$ cat config.mk
export PLATFORM = sky130hd
export DESIGN_NAME = regfile_write_arbiter_flat
export DESIGN_NICKNAME = d
export VERILOG_FILES = /design/src/rtl/regfile_write_arbiter_if.sv /design/src/rtl/regfile_write_arbiter.sv /design/src/flat_wrapper.sv
export SDC_FILE = /design/constraint.sdc
export NUM_CORES = 1
export LEC_CHECK = 0
export ABC_AREA = 0
export CORE_MARGIN = 2
export CORE_UTILIZATION = 36
export CTS_BUF_LIST = sky130_fd_sc_hd__clkbuf_8
export DETAILED_ROUTE_END_ITERATION = 10
export GPL_ROUTABILITY_DRIVEN = 0
export HOLD_SLACK_MARGIN = 0.03
export PLACE_DENSITY_LB_ADDON = 0.05
export SYNTH_ARGS = -nofsm -noshare
export SYNTH_HDL_FRONTEND = slang
export SYNTH_SLANG_ARGS = --single-unit
export TNS_END_PERCENT = 5
$ cat constraint.sdc
create_clock -name clk -period 5.5 [get_ports clk]
set_input_delay 0.55 -clock clk [delete_from_list [all_inputs] [get_ports clk]]
set_output_delay 0.55 -clock clk [all_outputs]
set_load 0.005 [all_outputs]
$ cat src/rtl/regfile_write_arbiter_if.sv
`default_nettype none
// ============================================================================
// Module   : regfile_write_arbiter_if
// Purpose  : Bundle of the write arbiter signals: two writeback request ports,
//            the register file write port, two forwarding lookups and the
//            queue occupancy.
// Revision : 1.0 - initial release
// ============================================================================
interface regfile_write_arbiter_if #(
  parameter int WORD_WIDTH = 32,
  parameter int DEPTH      = 4
);
  localparam int CNT_W = $clog2(DEPTH + 1);

  logic                  aValid;
  logic                  aReady;
  logic [4:0]            aAddr;
  logic [WORD_WIDTH-1:0] aData;
  logic                  bValid;
  logic                  bReady;
  logic [4:0]            bAddr;
  logic [WORD_WIDTH-1:0] bData;
  logic [4:0]            regWriteAddr;
  logic [WORD_WIDTH-1:0] dataToWrite;
  logic                  toWrite;
  logic [4:0]            lookAddr1;
  logic [4:0]            lookAddr2;
  logic                  hit1;
  logic                  hit2;
  logic [WORD_WIDTH-1:0] fwdData1;
  logic [WORD_WIDTH-1:0] fwdData2;
  logic [CNT_W-1:0]      count;

  // Requesters and register file side
  modport master (
    output aValid, aAddr, aData, bValid, bAddr, bData, lookAddr1, lookAddr2,
    input  aReady, bReady, regWriteAddr, dataToWrite, toWrite,
           hit1, hit2, fwdData1, fwdData2, count
  );

  // Arbiter side
  modport slave (
    input  aValid, aAddr, aData, bValid, bAddr, bData, lookAddr1, lookAddr2,
    output aReady, bReady, regWriteAddr, dataToWrite, toWrite,
           hit1, hit2, fwdData1, fwdData2, count
  );
endinterface
`default_nettype wire

$ cat src/rtl/regfile_write_arbiter.sv
`default_nettype none
// ============================================================================
// Module   : regfile_write_arbiter
// Purpose  : Merges pipeline (A) and long-latency (B) writebacks into an
//            in-order queue, drains one entry per cycle into the register
//            file write port and forwards the youngest pending value.
// Revision : 1.0 - initial release
// ============================================================================
module regfile_write_arbiter #(
  parameter int WORD_WIDTH = 32,
  parameter int DEPTH      = 4
) (
  input  wire logic              clk,
  input  wire logic              rst_n,
  regfile_write_arbiter_if.slave bus
);
  localparam int               PTR_W   = $clog2(DEPTH);
  localparam int               CNT_W   = $clog2(DEPTH + 1);
  localparam logic [CNT_W-1:0] DEPTH_C = CNT_W'(DEPTH);

  logic [4:0]            r_addr [DEPTH];
  logic [WORD_WIDTH-1:0] r_data [DEPTH];
  logic [PTR_W-1:0]      r_rd_ptr;
  logic [PTR_W-1:0]      r_wr_ptr;
  logic [CNT_W-1:0]      r_count;
  logic [4:0]            r_out_addr;
  logic [WORD_WIDTH-1:0] r_out_data;
  logic                  r_out_valid;

  logic [CNT_W-1:0]      w_free;
  logic                  w_a_fire;
  logic                  w_b_fire;
  logic                  w_a_push;
  logic                  w_b_push;
  logic                  w_pop;
  logic [PTR_W-1:0]      w_b_slot;
  logic [CNT_W-1:0]      w_push_cnt;
  logic [PTR_W-1:0]      w_slot [DEPTH];
  logic                  w_live [DEPTH];
  logic                  w_hit1;
  logic                  w_hit2;
  logic [WORD_WIDTH-1:0] w_fwd1;
  logic [WORD_WIDTH-1:0] w_fwd2;

  // Readies only look at the current occupancy; a same-edge pop is not credited.
  assign w_free     = DEPTH_C - r_count;
  assign bus.aReady = (w_free != '0);
  assign bus.bReady = (w_free >= CNT_W'(2)) | ((w_free == CNT_W'(1)) & ~bus.aValid);

  // Address 0 completes the handshake but is dropped instead of enqueued.
  assign w_a_fire   = bus.aValid & bus.aReady;
  assign w_b_fire   = bus.bValid & bus.bReady;
  assign w_a_push   = w_a_fire & (bus.aAddr != 5'd0);
  assign w_b_push   = w_b_fire & (bus.bAddr != 5'd0);
  assign w_pop      = (r_count != '0);
  assign w_b_slot   = r_wr_ptr + PTR_W'(w_a_push);
  assign w_push_cnt = CNT_W'(w_a_push) + CNT_W'(w_b_push);

  // Age-ordered view of the queue: slot 0 is the head (oldest).
  generate
    for (genvar g = 0; g < DEPTH; g++) begin : g_age
      assign w_slot[g] = r_rd_ptr + PTR_W'(g);
      assign w_live[g] = (CNT_W'(g) < r_count);
    end
  endgenerate

  // Queue storage; A lands before B when both push on the same edge.
  always_ff @(posedge clk) begin
    if (w_a_push) begin
      r_addr[r_wr_ptr] <= bus.aAddr;
      r_data[r_wr_ptr] <= bus.aData;
    end
    if (w_b_push) begin
      r_addr[w_b_slot] <= bus.bAddr;
      r_data[w_b_slot] <= bus.bData;
    end
  end

  // Pointers, occupancy and the registered write port.
  always_ff @(posedge clk or negedge rst_n) begin
    if (!rst_n) begin
      r_rd_ptr    <= '0;
      r_wr_ptr    <= '0;
      r_count     <= '0;
      r_out_addr  <= '0;
      r_out_data  <= '0;
      r_out_valid <= 1'b0;
    end else begin
      r_wr_ptr <= r_wr_ptr + PTR_W'(w_a_push) + PTR_W'(w_b_push);
      r_count  <= r_count + w_push_cnt - CNT_W'(w_pop);
      if (w_pop) begin
        r_rd_ptr    <= r_rd_ptr + PTR_W'(1);
        r_out_addr  <= r_addr[r_rd_ptr];
        r_out_data  <= r_data[r_rd_ptr];
        r_out_valid <= 1'b1;
      end else begin
        r_out_valid <= 1'b0;
      end
    end
  end

  // Forwarding: start from the output stage, later (younger) queue slots override.
  always_comb begin
    w_hit1 = 1'b0;
    w_fwd1 = '0;
    w_hit2 = 1'b0;
    w_fwd2 = '0;
    if (r_out_valid && (r_out_addr == bus.lookAddr1)) begin
      w_hit1 = 1'b1;
      w_fwd1 = r_out_data;
    end
    if (r_out_valid && (r_out_addr == bus.lookAddr2)) begin
      w_hit2 = 1'b1;
      w_fwd2 = r_out_data;
    end
    for (int i = 0; i < DEPTH; i++) begin
      if (w_live[i] && (r_addr[w_slot[i]] == bus.lookAddr1)) begin
        w_hit1 = 1'b1;
        w_fwd1 = r_data[w_slot[i]];
      end
      if (w_live[i] && (r_addr[w_slot[i]] == bus.lookAddr2)) begin
        w_hit2 = 1'b1;
        w_fwd2 = r_data[w_slot[i]];
      end
    end
    if (bus.lookAddr1 == 5'd0) begin
      w_hit1 = 1'b0;
      w_fwd1 = '0;
    end
    if (bus.lookAddr2 == 5'd0) begin
      w_hit2 = 1'b0;
      w_fwd2 = '0;
    end
  end

  assign bus.hit1         = w_hit1;
  assign bus.hit2         = w_hit2;
  assign bus.fwdData1     = w_fwd1;
  assign bus.fwdData2     = w_fwd2;
  assign bus.regWriteAddr = r_out_addr;
  assign bus.dataToWrite  = r_out_data;
  assign bus.toWrite      = r_out_valid;
  assign bus.count        = r_count;
endmodule
`default_nettype wire

$ cat src/flat_wrapper.sv
// flat-port wrapper written by rule: the top's interface ports become plain ports
module regfile_write_arbiter_flat 
#(
  parameter int WORD_WIDTH = 32,
  parameter int DEPTH      = 4
)
  (clk, rst_n, bus_aValid, bus_aAddr, bus_aData, bus_bValid, bus_bAddr, bus_bData, bus_lookAddr1, bus_lookAddr2, bus_aReady, bus_bReady, bus_regWriteAddr, bus_dataToWrite, bus_toWrite, bus_hit1, bus_hit2, bus_fwdData1, bus_fwdData2, bus_count);
  regfile_write_arbiter_if #(.WORD_WIDTH(WORD_WIDTH), .DEPTH(DEPTH)) bus_i ();
  input  wire logic clk;
  input  wire logic rst_n;
  input wire logic [$bits(bus_i.aValid)-1:0] bus_aValid;
  input wire logic [$bits(bus_i.aAddr)-1:0] bus_aAddr;
  input wire logic [$bits(bus_i.aData)-1:0] bus_aData;
  input wire logic [$bits(bus_i.bValid)-1:0] bus_bValid;
  input wire logic [$bits(bus_i.bAddr)-1:0] bus_bAddr;
  input wire logic [$bits(bus_i.bData)-1:0] bus_bData;
  input wire logic [$bits(bus_i.lookAddr1)-1:0] bus_lookAddr1;
  input wire logic [$bits(bus_i.lookAddr2)-1:0] bus_lookAddr2;
  output wire logic [$bits(bus_i.aReady)-1:0] bus_aReady;
  output wire logic [$bits(bus_i.bReady)-1:0] bus_bReady;
  output wire logic [$bits(bus_i.regWriteAddr)-1:0] bus_regWriteAddr;
  output wire logic [$bits(bus_i.dataToWrite)-1:0] bus_dataToWrite;
  output wire logic [$bits(bus_i.toWrite)-1:0] bus_toWrite;
  output wire logic [$bits(bus_i.hit1)-1:0] bus_hit1;
  output wire logic [$bits(bus_i.hit2)-1:0] bus_hit2;
  output wire logic [$bits(bus_i.fwdData1)-1:0] bus_fwdData1;
  output wire logic [$bits(bus_i.fwdData2)-1:0] bus_fwdData2;
  output wire logic [$bits(bus_i.count)-1:0] bus_count;
  assign bus_i.aValid = bus_aValid;
  assign bus_i.aAddr = bus_aAddr;
  assign bus_i.aData = bus_aData;
  assign bus_i.bValid = bus_bValid;
  assign bus_i.bAddr = bus_bAddr;
  assign bus_i.bData = bus_bData;
  assign bus_i.lookAddr1 = bus_lookAddr1;
  assign bus_i.lookAddr2 = bus_lookAddr2;
  assign bus_aReady = bus_i.aReady;
  assign bus_bReady = bus_i.bReady;
  assign bus_regWriteAddr = bus_i.regWriteAddr;
  assign bus_dataToWrite = bus_i.dataToWrite;
  assign bus_toWrite = bus_i.toWrite;
  assign bus_hit1 = bus_i.hit1;
  assign bus_hit2 = bus_i.hit2;
  assign bus_fwdData1 = bus_i.fwdData1;
  assign bus_fwdData2 = bus_i.fwdData2;
  assign bus_count = bus_i.count;
  regfile_write_arbiter #(.WORD_WIDTH(WORD_WIDTH), .DEPTH(DEPTH)) u_core (.clk(clk), .rst_n(rst_n), .bus(bus_i));
endmodule
Word-level counts from Yosys, hierarchy flattened --
Memory sizes are Yosys's and may differ from the RTL's. Index checks and enable logic that the tools add are counted.
Word-level totals: bits in registers 45, bits in writable memories 148, bits of input ports 88, output and inout bits 109, word-level logic and storage cells 85, memories kept 2
Memory list:
- u_core.r_data | words 4, bits a word 32, read ports 4, clocked after memory_dff 0, write ports 2, line regfile_write_arbiter.sv:22 | logic [WORD_WIDTH-1:0] r_data [DEPTH];
- u_core.r_addr | words 4, bits a word 5, read ports 4, clocked after memory_dff 0, write ports 2, line regfile_write_arbiter.sv:21 | logic [4:0] r_addr [DEPTH];
Cells by class: add/sub/neg operators 9, magnitude comparators 5, equality and inequality tests 11, multiplexer cells 29, bitwise gates (word level) 7, reductions and logical operators 16
Operators with widths (count):
- $mux W32 | 12
- $eq A5 B5 Y1 | 10
- $mux W1 | 17
- $logic_and A1 B1 Y1 | 10
- $logic_not A5 Y1 | 2
- $reduce_bool A5 Y1 | 2
- $lt A1 B3 Y1 const A | 2
- $lt A2 B3 Y1 const A | 2
- $reduce_bool A3 Y1 | 2
- $and A1 B1 Y1 | 5
- $add A2 B1 Y2 | 2
- $add A2 B2 Y2 const B | 2
- $add A3 B3 Y3 | 1
- $eq A3 B1 Y1 const B | 1
- $ge A3 B2 Y1 const B | 1
- $sub A3 B1 Y3 | 1
- $sub A3 B3 Y3 const A | 1
- $add A1 B1 Y2 | 1
- $add A2 B1 Y2 const B | 1
- $not A1 Y1 | 1
- $or A1 B1 Y1 | 1

Depth between registers and ports, before layout --
depth in word-level cells 9, gate-level depth with buffers 12, gate-level depth less buffers 12

Least setup slack after synthesis --
Ideal clock, no wire load.
path type input -> register, start input bus_aAddr[0], end memory u_core.r_addr[1][0] (enable), arrival 3.596 ns, required time 5.061 ns, path slack 1.465 ns, stages 8, buffers on the path 2, cell sequence or3_1 o311a_1 ha_1 xnor2_1 and3_1 clkbuf_1 clkbuf_1 o21bai_1
RTL lines:
- start: declaration | line flat_wrapper.sv:12 | input wire logic [$bits(bus_i.aAddr)-1:0] bus_aAddr;
- end: declaration | line regfile_write_arbiter.sv:21

Final worst setup path --
start register u_core.r_rd_ptr[0], end output bus_fwdData1[13]
Between the ends: word-level cells in the longest chain between the ends 8, elaborated cells between the ends (all ways) 18, classes of those cells add/sub: 3; eq/ne: 4; mux: 5; reduce/logical: 4; memory: 2
Ends and longest elaborated chain:
- start: declaration | line regfile_write_arbiter.sv:23 | logic [PTR_W-1:0] r_rd_ptr;
- start signal: assignment | line regfile_write_arbiter.sv:92 | r_rd_ptr <= r_rd_ptr + PTR_W'(1);
- $add A2 B1 Y2 / $mem_v2 Z4 W5 (equally long branches)
- $mem_v2 Z4 W5 / $eq A5 B5 Y1 (equally long branches)
- $eq A5 B5 Y1 / $logic_and A1 B1 Y1 (equally long branches) | line regfile_write_arbiter.sv:117 | if (w_live[i] && (r_addr[w_slot[i]] == bus.lookAddr1)) begin
- $logic_and A1 B1 Y1 / $mux W32 (equally long branches) | line regfile_write_arbiter.sv:117
- $mux W32 (2 in series) | line regfile_write_arbiter.sv:117
- $mux W32 * | line regfile_write_arbiter.sv:117
- $mux W32 * | line regfile_write_arbiter.sv:126 | if (bus.lookAddr1 == 5'd0) begin
- end: declaration | line flat_wrapper.sv:26 | output wire logic [$bits(bus_i.fwdData1)-1:0] bus_fwdData1;
Every way passes the cells marked *; elsewhere a longest branch is shown, timed or not.

==> qor.csv <==
stage,metric,value,unit
run_status,outcome,finished clean,
setup_path,cp_max_fo,30,
sta,fin_crit,4990,ps
power,ir_drop,0.000397,V
clock_tree,path_clk_slew,100,ps
power,power-per-cell-area,672,mW/mm²
worst_hold_path,worstHoldPathType,in2async,
setup_path,critPathRequiredTime,4950,ps
synth,synth.cell_area,0.0147,mm²
setup_path,ff2ff_setup_slack,1810,ps
synth,synth_seq_area_share,37.8,%
global_route,grtUsageTotal,25.5,%
clock_tree,tritoncts,done,
clock_tree,worstSkewPairLatency,510,ps
synth,synth-edff-count,148,
setup_path,critPathCaptureType,output pin,
sta,period_share,90.8,%
placement,io_buffer_count,196,
detailed_routing,vias,12100,
die,start_util,36.2,%
synth,yosys_warnings,0,
detailed_routing,vias_per_cell,6.16,
global_route,grt_max_degree,136,
layout,area.growth.synth_to_final,19.1,%
global_route,first_global_vias,11400,
clock_tree,cts_resized,0,
clock_tree,cts.sinks,193,
sta,max_freq,200,MHz
synth,syn_inst,1303,
setup_path,cp_slowest_cell,o311ai_1,
sta,finalSetupTns,0,ps
setup_path,rr_worst_depth,10,
power,p_leak,5.97,nW
detailed_routing,drtIter0Drc,1505,
detailed_routing,postRouteAntennaNets,0,
sta,hold_slack,120,ps
setup_path,crit_chain,"mux4_1, xor2_1, nor4_1, a2bb2oi_1, o21ai_4, o311ai_1, clkdlybuf4s50_1",
layout,layout-drive-gt1-share,23.9,%
sta,fin_skew,20.2,ps
layout,final_cell_mix,"clkdlybuf4s50_1 (195), nand2_1 (192), mux2_2 (168)",
die,dieWidth,206,µm
sta,relSlewSlack,23.5,%
die,rows,74,
clock_tree,clock-root-buffer,clkbuf_8,
detailed_routing,dr_wl_met3,3870,µm
clock_tree,cts_buffers,17,
job,max_cap_violations,0,
clock_tree,htreeDepth,4,
sta,hold_viol_final,0,
detailed_routing,routedWlPerCell,27.5,µm
synth,ys_types,61,
detailed_routing,top_layer,met4,
synth,synth_area_per_cell,11.3,µm²
detailed_routing,wl_met2,23700,µm
die,core_area,0.0406,mm²
layout,n_antenna_cell,0,
clock_tree,cts_buffer_depth,2,
setup_path,worst-setup-path-type,reg2out,
placement,dp_hpwl,36100,µm
detailed_routing,drcViolationCount,0,
synth,syn_nets,1403,
setup_path,slowest_delay,700,ps
global_route,grt_pass1_wl,78700,µm
die,ios,197,
setup_path,reg2reg_to,u_core.r_data[3][15]$_DFFE_PP_,
synth,ys_async_sr_fraction,23.3,%
global_route,grt_overflow_total,0,
setup_path,r2r_start,u_core.bus.count[0]$_DFF_PN0_,
die,fp.dieH,206,µm
synth,ys_ff_latch,193,
sta,slew_violations,0,
power,total_power,11.8,mW
layout,final_net_count,1520,
setup_path,crit_arrival,4440,ps
clock_tree,holdBufCountCts,0,
sta,grt_setup_unrepaired,no,
global_route,antenna_found_initial,0,
die,die-area,0.0426,mm²
sta,worstMarginPinSlew,1140,ps
layout,final_common_cell,clkdlybuf4s50_1,
detailed_routing,postRouteWirelength,54100,µm
detailed_routing,drtPass1Iterations,5,
setup_path,critPathLaunchType,flip-flop,
clock_tree,post_cts.repair.setup_buffers,0,
sta,setup_viol,0,
synth,synth_ff_type,edfxtp_1,
detailed_routing,m1WireLength,25300,µm
[worst max-delay path by stage]
| stage | from | to | slack [ps] | depth (start not counted) |
|---|---|---|---|---|
| global route | u_core.r_rd_ptr[0]$_DFFE_PN0N_ | bus_fwdData1[13] | 340 | 7 |
| CTS | u_core.r_rd_ptr[0]$_DFFE_PN0N_ | bus_fwdData1[4] | 470 | 7 |
| global placement | bus_lookAddr1[3] | bus_fwdData1[1] | 980 | 9 |
| detailed placement | bus_lookAddr1[3] | bus_fwdData1[1] | 970 | 9 |
| finish | u_core.r_rd_ptr[0]$_DFFE_PN0N_ | bus_fwdData1[13] | 510 | 7 |
| floorplan | bus_aAddr[0] | u_core.r_addr[1][0]$_DFFE_PP_ | 1460 | 8 |
[where the power goes]
part | internal [mW] | switching (mW)
combinational | 3.47 | 4.22
clock | 0.406 | 0.516
sequential | 2.47 | 0.707
[Yosys cell counts (19+ instances only)]
| library cell | number | area [µm²] |
|---|---|---|
| mux4_2 | 82 | 1850 |
| xnor2_1 | 37 | 324 |
| nor2_1 | 39 | 146 |
| buf_2 | 30 | 150 |
| clkbuf_1 | 87 | 327 |
| a32oi_1 | 32 | 280 |
| nand3_1 | 24 | 120 |
| xor2_1 | 19 | 166 |
| dfrtp_1 | 45 | 1130 |
| nor4_1 | 19 | 119 |
| o21ai_0 | 22 | 110 |
| edfxtp_1 | 148 | 4440 |
| a221oi_1 | 52 | 455 |
| mux2_2 | 168 | 1890 |
| o31ai_1 | 32 | 240 |
| mux2i_1 | 56 | 561 |
| nand2_1 | 192 | 721 |
| nor3_1 | 27 | 135 |
[critical path: cells and delay by family (launching register included)]
kind                      cells  cell delay, ps
muxes                         1             690
AOI/OAI and AO/OA             3            1640
buffers and inverters         1             630
DFF                           1             670
xor gates and xnor gates      1             180
and+or+nand+nor               1             100
[per-stage QoR]
| stage | std cells | setup slack [ps] | cell area, µm² | utilization, % |
|---|---|---|---|---|
| after global placement | 1933 | 983 | 17200 | 42.2 |
| after global routing | 1965 | 336 | 17500 | 43.2 |
| after detailed placement | 1933 | 971 | 17200 | 42.2 |
| after floorplan | 1303 | 1460 | 14700 | - |
| final | 1965 | 506 | 17500 | 43.2 |
| after CTS | 1965 | 472 | 17500 | 43.2 |
[registers in the layout, indices dropped and copies added, names as in the netlist]
name                     count
u_core.r_wr_ptr              2
u_core.r_data              128
u_core.bus.regWriteAddr      5
u_core.bus.count             3
u_core.r_addr               20
u_core.bus.toWrite           1
u_core.r_rd_ptr              2
u_core.bus.dataToWrite      32
[layer usage]
metal / global-route usage [%] / up-vias
met5: 0 / -
met4: 7.02 / 0
met3: 4.86 / 72
li1: - / 5388
met1: 37.9 / 6068
met2: 37.6 / 567
[final cells by class]
type / instances / area, µm²
Clock buffer: 18 / 248
Inverter: 12 / 45.0
Tap cell: 532 / 666
Sequential cell: 193 / 5580
Fill cell: 3815 / 23100
Multi-Input combinational cell: 966 / 8630
Timing Repair Buffer: 230 / 2250
Clock inverter: 14 / 125
[kinds of logic after synthesis]
| logic type | count (synthesis) | synth area share, % |
|---|---|---|
| buffers and inverters | 144 | 4.20 |
| AO/OA/AOI/OAI | 215 | 11.9 |
| adder cells (fa/ha/maj) | 12 | 1.07 |
| multiplexers | 308 | 29.5 |
| flip-flops | 193 | 37.8 |
| AND/OR/NAND/NOR | 374 | 12.1 |
| XOR/XNOR | 57 | 3.44 |
No activity file was read; power rests on OpenSTA's default activity.
